--- src/rtl/wb_sel_sequencer_pkg.sv ---
// Shared write-back path definitions: mux selects, requester indices, FSM states.
package wb_sel_sequencer_pkg;

    localparam int unsigned NUM_REQ  = 3;

    localparam int unsigned REQ_ALU  = 0;
    localparam int unsigned REQ_LOAD = 1;
    localparam int unsigned REQ_SWAP = 2;

    localparam logic [1:0] SEL_ALU  = 2'd0;
    localparam logic [1:0] SEL_LOAD = 2'd1;
    localparam logic [1:0] SEL_SWAP = 2'd2;

    typedef enum logic [1:0] {
        ST_IDLE  = 2'd0,
        ST_GRANT = 2'd1,
        ST_SWAP  = 2'd2
    } state_e;

endpackage

--- src/rtl/wb_sel_sequencer_if.sv ---
// Request/grant and write-address mux control bundle of the write-back sequencer.
interface wb_sel_sequencer_if
    import wb_sel_sequencer_pkg::*;
#(
    parameter int unsigned SEL_W = 2
);
    logic                 stall;
    logic [NUM_REQ-1:0]   req;
    logic [NUM_REQ-1:0]   gnt;
    logic [SEL_W-1:0]     mux_sel;
    logic                 rf_we;
    logic                 swap_phase;
    logic                 busy;
    logic                 starve;

    // Pipeline / requester side.
    modport master (
        output stall, req,
        input  gnt, mux_sel, rf_we, swap_phase, busy, starve
    );

    // Sequencer side.
    modport slave (
        input  stall, req,
        output gnt, mux_sel, rf_we, swap_phase, busy, starve
    );
endinterface

--- src/rtl/wb_sel_sequencer_arb_pick.sv ---
// wb_arb_pick: combinational winner select among the three write-port requesters.
// Round-robin variant is built when WB_ROUND_ROBIN_EN is defined, fixed priority otherwise.
module wb_arb_pick
    import wb_sel_sequencer_pkg::*;
(
    input  logic [NUM_REQ-1:0] req,
`ifdef WB_ROUND_ROBIN_EN
    input  logic [1:0]         ptr,
`endif
    output logic               win_valid_c,
    output logic [1:0]         win_idx_c
);

`ifdef WB_ROUND_ROBIN_EN
    logic [1:0] cand;

    // Search ptr+1, ptr+2, ptr (mod 3); loop runs backwards so the nearest candidate wins.
    always_comb begin
        win_valid_c = 1'b0;
        win_idx_c   = 2'd0;
        cand        = 2'd0;
        for (int k = 3; k >= 1; k--) begin
            cand = 2'((int'(ptr) + k) % 3);
            if (req[cand]) begin
                win_valid_c = 1'b1;
                win_idx_c   = cand;
            end
        end
    end
`else
    // Fixed priority: swap > load > ALU.
    always_comb begin
        win_valid_c = 1'b0;
        win_idx_c   = 2'd0;
        if (req[REQ_SWAP]) begin
            win_valid_c = 1'b1;
            win_idx_c   = 2'(REQ_SWAP);
        end else if (req[REQ_LOAD]) begin
            win_valid_c = 1'b1;
            win_idx_c   = 2'(REQ_LOAD);
        end else if (req[REQ_ALU]) begin
            win_valid_c = 1'b1;
            win_idx_c   = 2'(REQ_ALU);
        end
    end
`endif

endmodule

--- src/rtl/wb_sel_sequencer.sv ---
// Write-back port sequencer: arbitrates ALU/load/swap onto the single rf write port
// and sequences SWAP as SWAP_BEATS back-to-back beats. Optional macro WB_ROUND_ROBIN_EN
// selects round-robin arbitration instead of fixed priority.
module wb_sel_sequencer
    import wb_sel_sequencer_pkg::*;
#(
    parameter int unsigned SEL_W      = 2,
    parameter int unsigned SWAP_BEATS = 2,
    parameter int unsigned MAX_WAIT   = 15
) (
    input  logic               clk,
    input  logic               rst_f,
    wb_sel_sequencer_if.slave  bus
);

    localparam int unsigned BEAT_W = (SWAP_BEATS > 1) ? $clog2(SWAP_BEATS) : 1;
    localparam int unsigned WAIT_W = (MAX_WAIT > 0) ? $clog2(MAX_WAIT + 1) : 1;
    localparam logic [BEAT_W-1:0] LAST_BEAT = BEAT_W'(SWAP_BEATS - 1);
    localparam logic [WAIT_W-1:0] WAIT_LIM  = WAIT_W'(MAX_WAIT);

    state_e               state_q, state_d;
    logic [BEAT_W-1:0]    beat_q, beat_d;
    logic [WAIT_W-1:0]    wait_q, wait_d;
    logic [NUM_REQ-1:0]   gnt_q, gnt_d;
    logic [SEL_W-1:0]     sel_q, sel_d;
    logic                 we_q, we_d;
    logic                 phase_q, phase_d;
    logic                 busy_q, busy_d;
    logic                 starve_q, starve_d;
    logic                 swap_more;
    logic                 win_valid_c;
    logic [1:0]           win_idx_c;

`ifdef WB_ROUND_ROBIN_EN
    logic [1:0]           ptr_q, ptr_d;

    wb_arb_pick u_pick (
        .req         (bus.req),
        .ptr         (ptr_q),
        .win_valid_c (win_valid_c),
        .win_idx_c   (win_idx_c)
    );
`else
    wb_arb_pick u_pick (
        .req         (bus.req),
        .win_valid_c (win_valid_c),
        .win_idx_c   (win_idx_c)
    );
`endif

    // State, counters and registered outputs; synchronous active-low reset.
    always_ff @(posedge clk) begin
        if (!rst_f) begin
            state_q  <= ST_IDLE;
            beat_q   <= '0;
            wait_q   <= '0;
            gnt_q    <= '0;
            sel_q    <= '0;
            we_q     <= 1'b0;
            phase_q  <= 1'b0;
            busy_q   <= 1'b0;
            starve_q <= 1'b0;
`ifdef WB_ROUND_ROBIN_EN
            ptr_q    <= 2'(REQ_SWAP);
`endif
        end else begin
            state_q  <= state_d;
            beat_q   <= beat_d;
            wait_q   <= wait_d;
            gnt_q    <= gnt_d;
            sel_q    <= sel_d;
            we_q     <= we_d;
            phase_q  <= phase_d;
            busy_q   <= busy_d;
            starve_q <= starve_d;
`ifdef WB_ROUND_ROBIN_EN
            ptr_q    <= ptr_d;
`endif
        end
    end

    // A stalled edge withholds the beat it would have issued; that beat goes out on the
    // first unstalled edge, so SWAP beats are never lost or doubled.
    always_comb begin
        state_d   = state_q;
        beat_d    = beat_q;
        gnt_d     = '0;
        sel_d     = sel_q;
        we_d      = 1'b0;
        phase_d   = 1'b0;
        busy_d    = 1'b0;
        wait_d    = wait_q;
`ifdef WB_ROUND_ROBIN_EN
        ptr_d     = ptr_q;
`endif
        swap_more = (state_q == ST_SWAP) && (beat_q != LAST_BEAT);

        if (bus.stall) begin
            phase_d = phase_q;
            busy_d  = swap_more;
        end else if (swap_more) begin
            beat_d          = beat_q + BEAT_W'(1);
            gnt_d[REQ_SWAP] = 1'b1;
            sel_d           = SEL_W'(SEL_SWAP);
            we_d            = 1'b1;
            phase_d         = 1'b1;
            busy_d          = 1'b1;
        end else if (win_valid_c) begin
            gnt_d[win_idx_c] = 1'b1;
            sel_d            = SEL_W'(win_idx_c);
            we_d             = 1'b1;
`ifdef WB_ROUND_ROBIN_EN
            // Pointer is only consulted at the next arbitration, which cannot happen
            // before this grant's final beat, so it is loaded with the winner now.
            ptr_d            = win_idx_c;
`endif
            if (win_idx_c == 2'(REQ_SWAP)) begin
                state_d = ST_SWAP;
                beat_d  = '0;
                busy_d  = 1'b1;
            end else begin
                state_d = ST_GRANT;
            end
        end else begin
            state_d = ST_IDLE;
        end

        // ALU starvation counter: saturating, cleared on an ALU grant.
        if (gnt_d[REQ_ALU]) begin
            wait_d = '0;
        end else if (bus.req[REQ_ALU] && (wait_q != WAIT_LIM)) begin
            wait_d = wait_q + WAIT_W'(1);
        end
        starve_d = starve_q | ((MAX_WAIT != 0) && (wait_d == WAIT_LIM));
    end

    assign bus.gnt        = gnt_q;
    assign bus.mux_sel    = sel_q;
    assign bus.rf_we      = we_q;
    assign bus.swap_phase = phase_q;
    assign bus.busy       = busy_q;
    assign bus.starve     = starve_q;

endmodule

--- src/flat_wrapper.sv ---
// flat-port wrapper written by rule: the top's interface ports become plain ports
module wb_sel_sequencer_flat import wb_sel_sequencer_pkg::*;
#(
    parameter int unsigned SEL_W      = 2,
    parameter int unsigned SWAP_BEATS = 2,
    parameter int unsigned MAX_WAIT   = 15
)
  (clk, rst_f, bus_stall, bus_req, bus_gnt, bus_mux_sel, bus_rf_we, bus_swap_phase, bus_busy, bus_starve);
  wb_sel_sequencer_if #(.SEL_W(SEL_W)) bus_i ();
  input  logic clk;
  input  logic rst_f;
  input wire logic [$bits(bus_i.stall)-1:0] bus_stall;
  input wire logic [$bits(bus_i.req)-1:0] bus_req;
  output wire logic [$bits(bus_i.gnt)-1:0] bus_gnt;
  output wire logic [$bits(bus_i.mux_sel)-1:0] bus_mux_sel;
  output wire logic [$bits(bus_i.rf_we)-1:0] bus_rf_we;
  output wire logic [$bits(bus_i.swap_phase)-1:0] bus_swap_phase;
  output wire logic [$bits(bus_i.busy)-1:0] bus_busy;
  output wire logic [$bits(bus_i.starve)-1:0] bus_starve;
  assign bus_i.stall = bus_stall;
  assign bus_i.req = bus_req;
  assign bus_gnt = bus_i.gnt;
  assign bus_mux_sel = bus_i.mux_sel;
  assign bus_rf_we = bus_i.rf_we;
  assign bus_swap_phase = bus_i.swap_phase;
  assign bus_busy = bus_i.busy;
  assign bus_starve = bus_i.starve;
  wb_sel_sequencer #(.SEL_W(SEL_W), .SWAP_BEATS(SWAP_BEATS), .MAX_WAIT(MAX_WAIT)) u_core (.clk(clk), .rst_f(rst_f), .bus(bus_i));
endmodule
--- config.mk ---
export PLATFORM = sky130hd
export DESIGN_NAME = wb_sel_sequencer_flat
export DESIGN_NICKNAME = d
export VERILOG_FILES = /design/src/rtl/wb_sel_sequencer_pkg.sv /design/src/rtl/wb_sel_sequencer_if.sv /design/src/rtl/wb_sel_sequencer_arb_pick.sv /design/src/rtl/wb_sel_sequencer.sv /design/src/flat_wrapper.sv
export SDC_FILE = /design/constraint.sdc
export NUM_CORES = 1
export LEC_CHECK = 0
export CORE_ASPECT_RATIO = 0.7
export CORE_MARGIN = 5
export CORE_UTILIZATION = 35
export CTS_CLUSTER_SIZE = 10
export DETAILED_ROUTE_END_ITERATION = 10
export PLACE_DENSITY = 0.58
export REMOVE_ABC_BUFFERS = 1
export SLEW_MARGIN = 20
export SYNTH_ARGS = -nofsm -noshare
export SYNTH_HDL_FRONTEND = slang
export SYNTH_SLANG_ARGS = --single-unit
export TNS_END_PERCENT = 20
--- constraint.sdc ---
create_clock -name clk -period 1.33 [get_ports clk]
set_input_delay 0.266 -clock clk [delete_from_list [all_inputs] [get_ports clk]]
set_output_delay 0.266 -clock clk [all_outputs]
set_load 0.02 [all_outputs]
# Word-level counts from Yosys, hierarchy flattened
# Index checks and enable logic that the tools add are counted.
# totals
word_cells	62
out_inout_bits	9
inputBits	6
register_bits	16
# op_classes
bitwise_logic	6
n_eq_ne	4
magnitude_cmp	2
mux	27
reduce_logical	10
add_sub_neg	2
# op_table
operator	n
1-bit 2-to-1 mux	18
2-bit 2-to-1 mux	5
4-bit 2-to-1 mux	2
1-bit NOT	5
4-bit by 1-bit adder with 4-bit output, second input constant	1
2-bit equality test, second input constant	2
4-bit equality test, second input constant	1
4-bit inequality test, second input constant	1
2-bit AND reduction	2
2-bit nonzero test	2
4-bit OR reduction	1
1-bit logical AND	3
2-bit by 3-bit less-than comparator with 1-bit output, second input constant	1
3-bit 2-to-1 mux	1
3-bit AND reduction	1
1-bit demux with 2-bit select	1
2-bit by 1-bit greater-or-equal comparator with 1-bit output, second input constant	1
2-bit OR reduction	1
1-bit adder, second input constant	1
1-bit OR	1

# Depth between registers and ports, before layout
# depth
word_depth	12
ltp_mapped	4
mapped_depth_nobuf	4

# Cells and area by module
# Synthesis repeated with hierarchy kept, for this count alone.
# unflattened
hier_cells	74
area_unflattened_um2	734.5
# modules_own_cells
mod	cells_per_inst	seq_area_each_um2	instances	area_per_inst_um2
wb_sel_sequencer	71	320.3	1	714.4
wb_arb_pick	3	0.0	1	20.0

# Least setup slack after synthesis
# No wires, ideal clock.
# synth_timing
kind	reg-to-reg
from	reg u_core.wait_q[0]
to	reg u_core.starve_q (netlist: u_core.bus.starve)
synth_period_minus_slack_ns	1.299
setup_slack_ns	0.031
arrival_time_ns	1.161
path_buffers	0
t_required_ns	1.192
setup_ns	0.138
stages_incl_launch_ff	5
cell_sequence	dfxtp_1 ha_1 and4_1 a211oi_1 o41ai_2
# synth_between
elab_chain_len	6
word_cells_on_any_way	7
classes_between	1 x add/sub; 2 x eq/ne; 2 x mux; 1 x bitwise; 1 x reduce/logical
# synth_lines
item	line_no	text
start: declaration	wb_sel_sequencer.sv:23	logic [WAIT_W-1:0] wait_q, wait_d;
start signal: assignment	wb_sel_sequencer.sv:69	wait_q <= wait_d;
branches (longest 2 deep; another with 4-bit by 1-bit adder with 4-bit output)	n/a	
4-bit 2-to-1 mux (*)	wb_sel_sequencer.sv:131	end else if (bus.req[REQ_ALU] && (wait_q != WAIT_LIM)) begin
4-bit 2-to-1 mux (*)	wb_sel_sequencer.sv:129	if (gnt_d[REQ_ALU]) begin
4-bit equality test (*)	wb_sel_sequencer.sv:134	starve_d = starve_q | ((MAX_WAIT != 0) && (wait_d == WAIT_LIM));
1-bit OR (*)	wb_sel_sequencer.sv:134	
end signal: assignment	wb_sel_sequencer.sv:75	starve_q <= starve_d;
end: declaration	wb_sel_sequencer.sv:29	logic starve_q, starve_d;
# Mark *: on every way between the ends.
# A chain may end at the register's enable or synchronous reset.

# Final worst setup path
# layout_timing
from	in bus_stall
to	reg u_core.wait_q[1]
# layout_between
elab_chain_len	2
# layout_lines
item	line_no	text
start: declaration	flat_wrapper.sv:12	input wire logic [$bits(bus_i.stall)-1:0] bus_stall;
1-bit 2-to-1 mux	wb_sel_sequencer.sv:98	if (bus.stall) begin
4-bit 2-to-1 mux	wb_sel_sequencer.sv:129	
# Every way passes these cells.

==> impl_metrics.json <==
{
  "outcome": "complete, no violations",
  "antenna_cells": 0,
  "gp_congestion": 0.895,
  "crit_start": "bus_stall",
  "required_ns": 1.50,
  "worst_pin_slew_ns": 0.346,
  "grt-ovfl-total": 0,
  "clock_path_buffers": 2,
  "slowest_stage": "clkdlybuf4s50_1",
  "p_switching_w": 0.000223,
  "powerDensity_nw_per_um2": 887,
  "cts-root-buf": "clkbuf_4",
  "drc": 0,
  "setup_viol": 0,
  "total_power_w": 0.000914,
  "max_slew_margin_pct": 76.3,
  "cts_tree": "built",
  "crit_chain": "clkdlybuf4s50_1 -> o41ai_2 -> buf_4 -> o21ba_2",
  "ant_nets": 0,
  "hold_viol": 0,
  "cts_hold_buf": 0,
  "cts_setup_buffers": 0,
  "cpPeakStageDelay_ns": 0.48,
  "synth_area_um2": 712,
  "clk_pin_slew_worst_paths_ns": 0.08,
  "grt_pass1_vias": 577,
  "path_max_fanout": 5,
  "drtIter0Drc": 9,
  "critPathCaptureType": "flop",
  "slew_viol_final": 0,
  "pwr-share-comb_pct": 18.2,
  "dieArea_um2": 3050,
  "htree_levels": 1,
  "syn_to_final_growth_pct": 44.6,
  "cts.sinks": 16,
  "sw_frac_of_total_pct": 24.4,
  "hold_path_startpoint": "bus_req[1]",
  "viasPerCell": 5.11,
  "synth_seq_cells": 16,
  "drive_gt1_share_pct": 29.0,
  "finalClockSkew_ns": 0.00254,
  "fin_nets": 109,
  "grt_use_total_pct": 11.7,
  "io_pins": 15,
  "max_freq_ghz": 0.774,
  "antenna_found_initial": 0,
  "rsz0062_at_grt": "no",
  "path_buf_inv": 2,
  "grt_max_degree": 11,
  "worstPathArrival_ns": 1.46,
  "routed_wl_mm": 1.56,
  "ys_warn_count": 0,
  "holdCritPathClass": "primary input to flop",
  "core-area_um2": 1900,
  "drt-wirelength-per-cell_um": 12.8,
  "seqPwrFrac_pct": 56.1,
  "min_period_over_period_pct": 97.2,
  "first_pass_iters": 4,
  "grt_pass1_wl_mm": 2.66,
  "r2r_start": "u_core.wait_q[0]",
  "ys_types": 32,
  "fp.dieW_um": 63.9,
  "ys_seq_area_share_pct": 45.0,
  "die_h_um": 47.7,
  "start_util_pct": 37.4,
  "cap_violations": 0,
  "detailed_place_hpwl_mm": 1.22,
  "crit_type": "primary input to flop",
  "clock_latency_ns": 0.27,
  "row_count": 13,
  "p_leak_nw": 0.478,
  "synth_cells": 73,
  "vdd_drop_max_v": 0.000762,
  "num_vias": 623,
  "p_int_w": 0.000691,
  "cp_top_family": "buffers and inverters",
  "syn_avg_cell_area_um2": 9.75,
  "fin_util_pct": 54.1,
  "cp-start-kind": "primary input",
  "period_needed_ns": 1.29,
  "clock_power_share_pct": 25.7,
  "numCtsBuffers": 3,
  "fin_hold_ws_ns": 0.345,
  "numPortBuffers": 14
}
[power by group through the flow]
| stage | logic, W | registers [W] | clock network, W |
|---|---|---|---|
| 2_1_floorplan | 0.0000539 | 0.000536 | 0 |
| 3_3_place_gp | 0.000165 | 0.000521 | 0 |
| 3_5_place_dp | 0.000164 | 0.000521 | 0 |
| 4_1_cts | 0.000160 | 0.000510 | 0.000255 |
| 5_1_grt | 0.000181 | 0.000515 | 0.000281 |
| 6_report | 0.000166 | 0.000512 | 0.000235 |
[synth_stat cells]
library cell / n / area, um2
o21ba_2: 1 / 10.0
nor4b_1: 1 / 8.76
clkbuf_1: 2 / 7.51
inv_1: 1 / 3.75
and4_1: 2 / 17.5
nand3b_1: 1 / 7.51
nand4b_1: 2 / 17.5
and3_1: 1 / 6.26
nor2_1: 5 / 18.8
a31o_2: 1 / 8.76
nor3b_4: 1 / 18.8
buf_2: 3 / 15.0
dfxtp_1: 16 / 320
o41ai_2: 2 / 32.5
a21boi_0: 5 / 37.5
nand2_1: 5 / 18.8
ha_1: 1 / 12.5
and4b_1: 1 / 10.0
o41ai_1: 1 / 8.76
nor2b_1: 3 / 18.8
nand3_1: 1 / 5.00
o21ai_0: 2 / 10.0
a21oi_1: 2 / 10.0
nand4_1: 2 / 12.5
o21a_1: 1 / 7.51
nor3_1: 1 / 5.00
and2_1: 1 / 6.26
o31ai_1: 1 / 7.51
nand2b_1: 4 / 25.0
a211oi_1: 1 / 7.51
mux2i_1: 1 / 10.0
nor4_1: 1 / 6.26
[placed cells by master (no fill, tap or decap), drive strengths merged, types with 2 or more instances in the layout]
cell type      instances
nand2                  5
nor2b                  3
clkbuf                 3
and4                   2
nor2                   5
dfxtp                 16
a21boi                 5
nand4                  2
clkdlybuf4s50          3
nand4b                 2
nand2b                 4
o41ai                  3
a21oi                  2
dlygate4sd2            9
o21ai                  2
dlymetal6s2s           2
buf                   15
[kinds of logic after synthesis]
group           synth area share (%)
simple gates                    28.5
compound gates                  19.7
flops                           45.0
buf+inv                         3.69
mux                             1.41
fa+ha+maj                       1.76
[metal layers]
metal,global-route usage [%],routed length [um]
met1,16.0,838
met2,16.0,621
met3,5.87,81
met4,3.73,18
met5,0,0
[registers in the layout, indices dropped and copies added (netlist names)]
| register | count |
|---|---|
| u_core.bus.starve | 1 |
| u_core.bus.gnt | 3 |
| u_core.bus.rf_we | 1 |
| u_core.bus.mux_sel | 2 |
| u_core.bus.busy | 1 |
| u_core.beat_q | 1 |
| u_core.bus.swap_phase | 1 |
| u_core.state_q | 2 |
| u_core.wait_q | 4 |
[worst paths after layout]
path	to	slack, ns	cells after the start
worst min-delay path	u_core.bus.gnt[1]	0.35	2
worst max register to register	u_core.bus.starve	0.07	5
worst min register to register	u_core.bus.swap_phase	0.46	2
worst max-delay path	u_core.wait_q[1]	0.04	4
[area by class of cell]
| type | count | area [um2] |
|---|---|---|
| timing repair buffer | 29 | 250 |
| tap | 22 | 27.5 |
| clock buffer | 3 | 22.5 |
| multi-input combinational | 51 | 402 |
| fill | 188 | 873 |
| sequential | 16 | 324 |
| inverter | 1 | 3.75 |
[worst register-to-register path, delay by kind of cell (launching register included)]
kind | cells | cell delay, ns
fa+ha+maj | 1 | 0.17
buf+inv | 1 | 0.12
flops | 1 | 0.36
compound gates | 1 | 0.21
simple gates | 2 | 0.32
[what timing repair did]
action,4_1_cts,5_1_grt
cloned,0,0
resized for setup,11,9
endpoints found under the setup margin,11,3
[stage by stage]
stage	setup WS [ns]	cells	TNS [ns]	instance area [um2]
final	0.0372	122	0	1030
after global routing	0.0122	122	0	1030
after global placement	-0.274	119	-2.16	970
after floorplan	0.0306	68	0	689
after CTS	-0.00968	122	-0.00968	988
after detailed placement	-0.311	119	-2.19	970
(Power assumes the default switching activity.)
